===== src/rtl/otter_iobus_pkg.sv =====
// Shared types and defaults for the OTTER I/O bus bridge.
// OTTER_IOBUS_TIMEOUT_EN (in otter_iobus_bridge) enables the hung-peripheral timeout.
package otter_iobus_pkg;

  typedef enum logic [1:0] {
    IDLE   = 2'd0,
    ACCESS = 2'd1,
    RESP   = 2'd2
  } state_t;

  localparam logic [31:0] DEF_BASE_ADDR = 32'h1100_0000;
  localparam int          DEF_SPAN_LOG2 = 8;
  localparam logic [31:0] ERR_RDATA     = 32'h0000_0000;

  function automatic int idx_width(input int n);
    return (n > 1) ? $clog2(n) : 1;
  endfunction

endpackage


===== src/rtl/otter_iobus_decode.sv =====
// Combinational I/O window decoder: byte address -> {hit, port index, one-hot select}.
// Shared by the bridge and peripheral-side models so both agree on the map.
module otter_iobus_decode
  import otter_iobus_pkg::*;
#(
  parameter int                NUM_PORTS = 4,
  parameter int                ADDR_W    = 32,
  parameter logic [ADDR_W-1:0] BASE_ADDR = ADDR_W'(DEF_BASE_ADDR),
  parameter int                SPAN_LOG2 = DEF_SPAN_LOG2,
  localparam int               IDX_W     = idx_width(NUM_PORTS)
) (
  input  logic [ADDR_W-1:0]    addr,
  output logic                 hit,
  output logic [IDX_W-1:0]     index,
  output logic [NUM_PORTS-1:0] onehot
);

  logic [ADDR_W-1:0] off_s;
  logic [ADDR_W-1:0] page_s;

  assign off_s  = addr - BASE_ADDR;
  assign page_s = off_s >> SPAN_LOG2;
  // Below-base addresses wrap to huge offsets, so the >= test is needed as well.
  assign hit    = (addr >= BASE_ADDR) && (page_s < ADDR_W'(NUM_PORTS));
  assign index  = page_s[IDX_W-1:0];

  // Expand the index into a one-hot select, all zero on a miss.
  always_comb begin
    onehot = {NUM_PORTS{1'b0}};
    for (int k = 0; k < NUM_PORTS; k++) begin
      onehot[k] = hit && (index == IDX_W'(k));
    end
  end

endmodule


===== src/rtl/otter_iobus_bridge.sv =====
// OTTER memory-stage to multi-port peripheral bridge with ready handshake and error response.
// Optional macro OTTER_IOBUS_TIMEOUT_EN adds a TIMEOUT_CYC cycle hung-peripheral timeout.
module otter_iobus_bridge
  import otter_iobus_pkg::*;
#(
  parameter int                NUM_PORTS   = 4,
  parameter int                DATA_W      = 32,
  parameter int                ADDR_W      = 32,
  parameter logic [ADDR_W-1:0] BASE_ADDR   = ADDR_W'(DEF_BASE_ADDR),
  parameter int                SPAN_LOG2   = DEF_SPAN_LOG2,
  parameter int                TIMEOUT_CYC = 16
) (
  input  logic                        CLK,
  input  logic                        RST,
  input  logic                        CPU_REQ,
  input  logic                        CPU_WE,
  input  logic [ADDR_W-1:0]           CPU_ADDR,
  input  logic [DATA_W-1:0]           CPU_WDATA,
  output logic [DATA_W-1:0]           CPU_RDATA,
  output logic                        CPU_ACK,
  output logic                        CPU_ERR,
  output logic                        CPU_BUSY,
  output logic [NUM_PORTS-1:0]        IO_SEL,
  output logic                        IO_WR,
  output logic                        IO_RD,
  output logic [SPAN_LOG2-1:0]        IO_ADDR,
  output logic [DATA_W-1:0]           IO_WDATA,
  input  logic [NUM_PORTS*DATA_W-1:0] IO_RDATA,
  input  logic [NUM_PORTS-1:0]        IO_RDY
);

  localparam int IDX_W = idx_width(NUM_PORTS);

  state_t                 state_r, state_n;
  logic                   we_r, we_n;
  logic [IDX_W-1:0]       idx_r, idx_n;
  logic [NUM_PORTS-1:0]   sel_r, sel_n;
  logic                   wr_r, wr_n, rd_r, rd_n;
  logic [SPAN_LOG2-1:0]   addr_r, addr_n;
  logic [DATA_W-1:0]      wdata_r, wdata_n, rdata_r, rdata_n;
  logic                   ack_r, ack_n, err_r, err_n, busy_r;
  logic                   hit_s;
  logic [IDX_W-1:0]       dec_idx_s;
  logic [NUM_PORTS-1:0]   dec_onehot_s;
  logic [SPAN_LOG2-1:0]   off_s;
`ifdef OTTER_IOBUS_TIMEOUT_EN
  localparam int CNT_W = (TIMEOUT_CYC > 2) ? $clog2(TIMEOUT_CYC) : 1;
  logic [CNT_W-1:0] cnt_r, cnt_n;
`endif

  otter_iobus_decode #(
    .NUM_PORTS (NUM_PORTS),
    .ADDR_W    (ADDR_W),
    .BASE_ADDR (BASE_ADDR),
    .SPAN_LOG2 (SPAN_LOG2)
  ) u_decode (
    .addr   (CPU_ADDR),
    .hit    (hit_s),
    .index  (dec_idx_s),
    .onehot (dec_onehot_s)
  );

  assign off_s = SPAN_LOG2'(CPU_ADDR - BASE_ADDR);

  // Next-state and next-output logic; outputs are registered from these values.
  always_comb begin
    state_n = state_r;
    we_n    = we_r;
    idx_n   = idx_r;
    sel_n   = sel_r;
    wr_n    = wr_r;
    rd_n    = rd_r;
    addr_n  = addr_r;
    wdata_n = wdata_r;
    rdata_n = rdata_r;
    ack_n   = 1'b0;
    err_n   = 1'b0;
`ifdef OTTER_IOBUS_TIMEOUT_EN
    cnt_n   = cnt_r;
`endif
    case (state_r)
      IDLE: begin
        if (CPU_REQ) begin
          we_n = CPU_WE;
          if (hit_s) begin
            state_n = ACCESS;
            idx_n   = dec_idx_s;
            sel_n   = dec_onehot_s;
            wr_n    = CPU_WE;
            rd_n    = !CPU_WE;
            addr_n  = off_s;
            wdata_n = CPU_WDATA;
`ifdef OTTER_IOBUS_TIMEOUT_EN
            cnt_n   = {CNT_W{1'b0}};
`endif
          end else begin
            state_n = RESP;
            ack_n   = 1'b1;
            err_n   = 1'b1;
            rdata_n = DATA_W'(ERR_RDATA);
          end
        end else begin
          state_n = IDLE;
        end
      end
      ACCESS: begin
        // Only the selected port's ready counts; a simultaneous timeout loses to it.
        if (IO_RDY[idx_r]) begin
          state_n = RESP;
          sel_n   = {NUM_PORTS{1'b0}};
          wr_n    = 1'b0;
          rd_n    = 1'b0;
          ack_n   = 1'b1;
          err_n   = 1'b0;
          rdata_n = we_r ? {DATA_W{1'b0}} : IO_RDATA[int'(idx_r)*DATA_W +: DATA_W];
        end
`ifdef OTTER_IOBUS_TIMEOUT_EN
        else if (cnt_r == CNT_W'(TIMEOUT_CYC - 1)) begin
          state_n = RESP;
          sel_n   = {NUM_PORTS{1'b0}};
          wr_n    = 1'b0;
          rd_n    = 1'b0;
          ack_n   = 1'b1;
          err_n   = 1'b1;
          rdata_n = DATA_W'(ERR_RDATA);
        end else begin
          cnt_n = cnt_r + CNT_W'(1);
        end
`else
        else begin
          state_n = ACCESS;
        end
`endif
      end
      RESP: begin
        state_n = IDLE;
      end
      default: begin
        state_n = IDLE;
        sel_n   = {NUM_PORTS{1'b0}};
        wr_n    = 1'b0;
        rd_n    = 1'b0;
      end
    endcase
  end

  // State and output registers with synchronous active-low reset.
  always_ff @(posedge CLK) begin
    if (!RST) begin
      state_r <= IDLE;
      we_r    <= 1'b0;
      idx_r   <= {IDX_W{1'b0}};
      sel_r   <= {NUM_PORTS{1'b0}};
      wr_r    <= 1'b0;
      rd_r    <= 1'b0;
      addr_r  <= {SPAN_LOG2{1'b0}};
      wdata_r <= {DATA_W{1'b0}};
      rdata_r <= {DATA_W{1'b0}};
      ack_r   <= 1'b0;
      err_r   <= 1'b0;
      busy_r  <= 1'b0;
`ifdef OTTER_IOBUS_TIMEOUT_EN
      cnt_r   <= {CNT_W{1'b0}};
`endif
    end else begin
      state_r <= state_n;
      we_r    <= we_n;
      idx_r   <= idx_n;
      sel_r   <= sel_n;
      wr_r    <= wr_n;
      rd_r    <= rd_n;
      addr_r  <= addr_n;
      wdata_r <= wdata_n;
      rdata_r <= rdata_n;
      ack_r   <= ack_n;
      err_r   <= err_n;
      busy_r  <= (state_n != IDLE);
`ifdef OTTER_IOBUS_TIMEOUT_EN
      cnt_r   <= cnt_n;
`endif
    end
  end

  assign CPU_RDATA = rdata_r;
  assign CPU_ACK   = ack_r;
  assign CPU_ERR   = err_r;
  assign CPU_BUSY  = busy_r;
  assign IO_SEL    = sel_r;
  assign IO_WR     = wr_r;
  assign IO_RD     = rd_r;
  assign IO_ADDR   = addr_r;
  assign IO_WDATA  = wdata_r;

endmodule


===== config.mk =====
export PLATFORM = sky130hd
export DESIGN_NAME = otter_iobus_bridge
export DESIGN_NICKNAME = d
export VERILOG_FILES = /design/src/rtl/otter_iobus_pkg.sv /design/src/rtl/otter_iobus_decode.sv /design/src/rtl/otter_iobus_bridge.sv
export SDC_FILE = /design/constraint.sdc
export NUM_CORES = 1
export LEC_CHECK = 0
export BUFFER_PORTS_ARGS = -buffer_cell sky130_fd_sc_hd__buf_2
export CAP_MARGIN = 20
export CORE_AREA = 2 2 109 111
export CTS_BUF_LIST = sky130_fd_sc_hd__clkbuf_2 sky130_fd_sc_hd__clkbuf_4 sky130_fd_sc_hd__clkbuf_8
export DETAILED_ROUTE_END_ITERATION = 10
export DIE_AREA = 0 0 111 113
export PLACE_DENSITY = 0.77
export SLEW_MARGIN = 20
export SYNTH_ARGS = -nofsm -noshare
export SYNTH_HDL_FRONTEND = slang
export SYNTH_SLANG_ARGS = --single-unit

===== constraint.sdc =====
create_clock -name CLK -period 2.3 [get_ports CLK]
set_clock_uncertainty 0.05 [all_clocks]
set_input_delay 0.46 -clock CLK [delete_from_list [all_inputs] [get_ports CLK]]
set_output_delay 0.46 -clock CLK [all_outputs]
set_load 0.01 [all_outputs]

==> results.yml <==
status:
  status: "finished, final reports clean"
global_route:
  antenna_found_initial: 2
  gr_util_met2_pct: 37.38
  groute.usage.overall_pct: 20.87
  gr-total-overflow: 0
  globalRouteMet1Util_pct: 22.93
  gr-usage-met3_pct: 5.678
  busiest_grt_layer: "met2"
  grt_first_pass_wirelength_mm: 20.65
  maximum_number_of_pins_on_one_net_before_global_route_repair: 64
  grt_pass1_vias: 4178
die:
  die_area_sq_mm: 0.01254
  die_width_um: 111
  rows: 39
  placeableCoreArea_sq_mm: 0.01127
  die-height_um: 113
  io-pin-count: 281
  initial_utilization_pct: 35.42
setup_path:
  worst_path_max_delay_cell: "sky130_fd_sc_hd__or3_1"
  worstPathCellList: "nor2_1 -> nand2_1 -> or3_1 -> or4_1 -> a21boi_1"
  worst_setup_path_start_kind: "flip-flop"
  max_stage_delay_ns: 0.47
  timing.critical_path.arrival_ns: 2.18
  cp_max_fo: 7
  critPathRequiredTime_ns: 2.54
  worstSetupPathType: "reg -> reg"
  worstSetupEndpointType: "flip-flop"
place:
  postPlaceCellArea_sq_mm: 0.005523
  port_bufs: 280
  place_hpwl_mm: 10.15
  gp_routability_congestion: 0.8068
detailed_routing:
  drtIter0Drc: 256
  drtPass1Iterations: 4
  post-route-drc-count: 0
  postRouteWirelength_mm: 13.18
  detail_route.wl_per_cell_um: 15.60
  postRouteAntennaNets: 0
  post_drt_via_cell_ratio: 4.942
  dr_total_vias: 4176
run:
  drv.max_cap_violation_count: 0
yosys:
  synth-compound-area-share_pct: 13.63
  post_synth_xor_area_fraction_pct: 0
  synth_cells: 427
  synth_seq_area_share_pct: 42.62
  top_area_cells_in_the_synthesized_netlist: "sky130_fd_sc_hd__dfxtp_1 (43%), sky130_fd_sc_hd__mux4_2 (19%), sky130_fd_sc_hd__nand2_1 (12%)"
  synth_edf_count: 0
  post_synth_mux_area_share_pct: 19.12
  yosys_warnings: 0
  synth_area_leader_cell: "sky130_fd_sc_hd__dfxtp_1"
  synth.distinct_cells: 30
  netlist_area_sq_mm: 0.003993
  yosys.area.top_type_share_pct: 42.62
  synth_most_common_cell: "sky130_fd_sc_hd__nand2_1"
  avgSynthCellArea_sq_um: 9.350
  postSynthRegisterBits: 85
  postSynthNetCount: 627
  ys.flop_type: "sky130_fd_sc_hd__dfxtp_1"
  post_synth_simple_gate_area_pct: 20.34
  ys_async_sr_fraction_pct: 0
  synth.top_cells.by_count: "sky130_fd_sc_hd__nand2_1 (126), sky130_fd_sc_hd__dfxtp_1 (85), sky130_fd_sc_hd__a21boi_0 (43)"
  combinational_family_with_the_most_area_after_synthesis: "simple AND/OR/NAND/NOR gates"
  synth-adder-area-share_pct: 0
power_and_ir_drop:
  p_per_area_mw_per_mm2: 501.3
  design_power_total_w: 0.002876
  leakage_nw: 2.531
  ir_drop_v: 0.0002570
clock_tree:
  tritoncts_clock_tree: "built"
  cts_num_sinks: 85
  cts-root-to-sink-buffers: 2
  hold_buffers: 0
  cts_htree_levels: 3
  clk_pin_slew_worst_paths_ns: 0.09
  worstSkewPairLatency_ns: 0.35
  cts_resized: 0
  numCtsBuffers: 9
  clock_tree.root_cell: "sky130_fd_sc_hd__clkbuf_8"
  post_cts.repair.setup_buffers: 0
timing:
  timing.slew.headroom_pct: 59.34
  max_clock_freq_ghz: 0.5163
  setup-violations-final: 0
  hold-worst-slack_ns: 0.2989
  period_utilisation_layout_pct: 84.21
  period_minus_slack_ns: 1.937
  totalNegativeSetupSlack_ns: 0
  slew_violations: 0
  hold_viol: 0
  worst_slew_pin_slew_ns: 0.6098
  grt_setup_unrepaired: "false"
finish:
  fill_cells: 1089
  layout.core_utilization_pct: 50.89
  final_area_sq_mm: 0.005737
  drive_gt1_share_pct: 49.86
  fin_nets: 895
  multiInputGateArea_sq_mm: 0.002130
  area.growth.synth_to_final_pct: 43.69
  regArea_sq_mm: 0.001703
worst_hold_path:
  timing.hold.worst.class: "in -> reg"
-- logic make-up after synthesis --
family	count (synthesis)
simple gates	189
compound gates	82
buf+inv	36
flops	85
mux	35
-- sequential cells by signal (all words and copies together), names as in the netlist --
name / count
CPU_BUSY: 1
CPU_ERR: 1
CPU_RDATA: 32
IO_ADDR: 8
IO_RD: 1
IO_SEL: 4
IO_WDATA: 32
IO_WR: 1
idx_r: 2
state_r: 2
we_r: 1
-- layout by cell type, fill, tap and decap left out, types with 3 or more instances in the layout --
cell	instances
sky130_fd_sc_hd__nand3_1	38
sky130_fd_sc_hd__nand2b_1	3
sky130_fd_sc_hd__nand2_1	126
sky130_fd_sc_hd__nor2_1	5
sky130_fd_sc_hd__buf_4	12
sky130_fd_sc_hd__o21ai_0	3
sky130_fd_sc_hd__o32ai_1	3
sky130_fd_sc_hd__mux4_2	33
sky130_fd_sc_hd__clkbuf_8	11
sky130_fd_sc_hd__a21boi_0	43
sky130_fd_sc_hd__o21ai_1	28
sky130_fd_sc_hd__nor4_1	3
sky130_fd_sc_hd__buf_2	280
sky130_fd_sc_hd__dfxtp_1	84
-- final cells by class --
type	instances	share of cell area, %
multi-input combinational	306	37.12
sequential	85	29.68
timing repair buffer	293	26.35
tap	143	3.119
clock buffer	11	2.639
clock inverter	5	1.003
antenna	2	0.08724
-- power breakdown --
part	switching (W)	internal [W]	leakage, nW
combinational	0.000113	0.000180	1.74
clock	0.000542	0.000564	0.110
sequential	0.00000290	0.00147	0.686
-- metrics by stage --
stage,setup slack [ns],std cells
2_1_floorplan,0.3192,427
3_3_place_gp,0.03077,827
3_5_place_dp,0.04289,827
4_1_cts,0.3684,843
5_1_grt,0.2368,845
6_report,0.3632,845
-- critical path: cells and delay by family, from the launching register on --
kind / cells / cell delay, ns
compound gates: 1 / 0.14
flops: 1 / 0.36
simple gates: 4 / 1.32
-- worst paths after layout --
check                             start                          to  slack, ns  cells past startpoint
min                         CPU_ADDR[4]     IO_ADDR[4]$_SDFFE_PN0P_       0.30                      3
min reg2reg  CPU_RDATA[26]$_SDFFE_PN0P_  CPU_RDATA[26]$_SDFFE_PN0P_       0.40                      2
max               state_r[1]$_SDFF_PN0_          IO_RD$_SDFFE_PN0P_       0.36                      5
max reg2reg       state_r[1]$_SDFF_PN0_          IO_RD$_SDFFE_PN0P_       0.36                      5
-- routing by layer --
layer | share of wire [%] | vias to the layer above
li1 | - | 2037
met1 | 38 | 1910
met2 | 50 | 207
met3 | 8.7 | 22
met4 | 3.1 | 0
met5 | 0 | -
(Power assumes the default switching activity.)
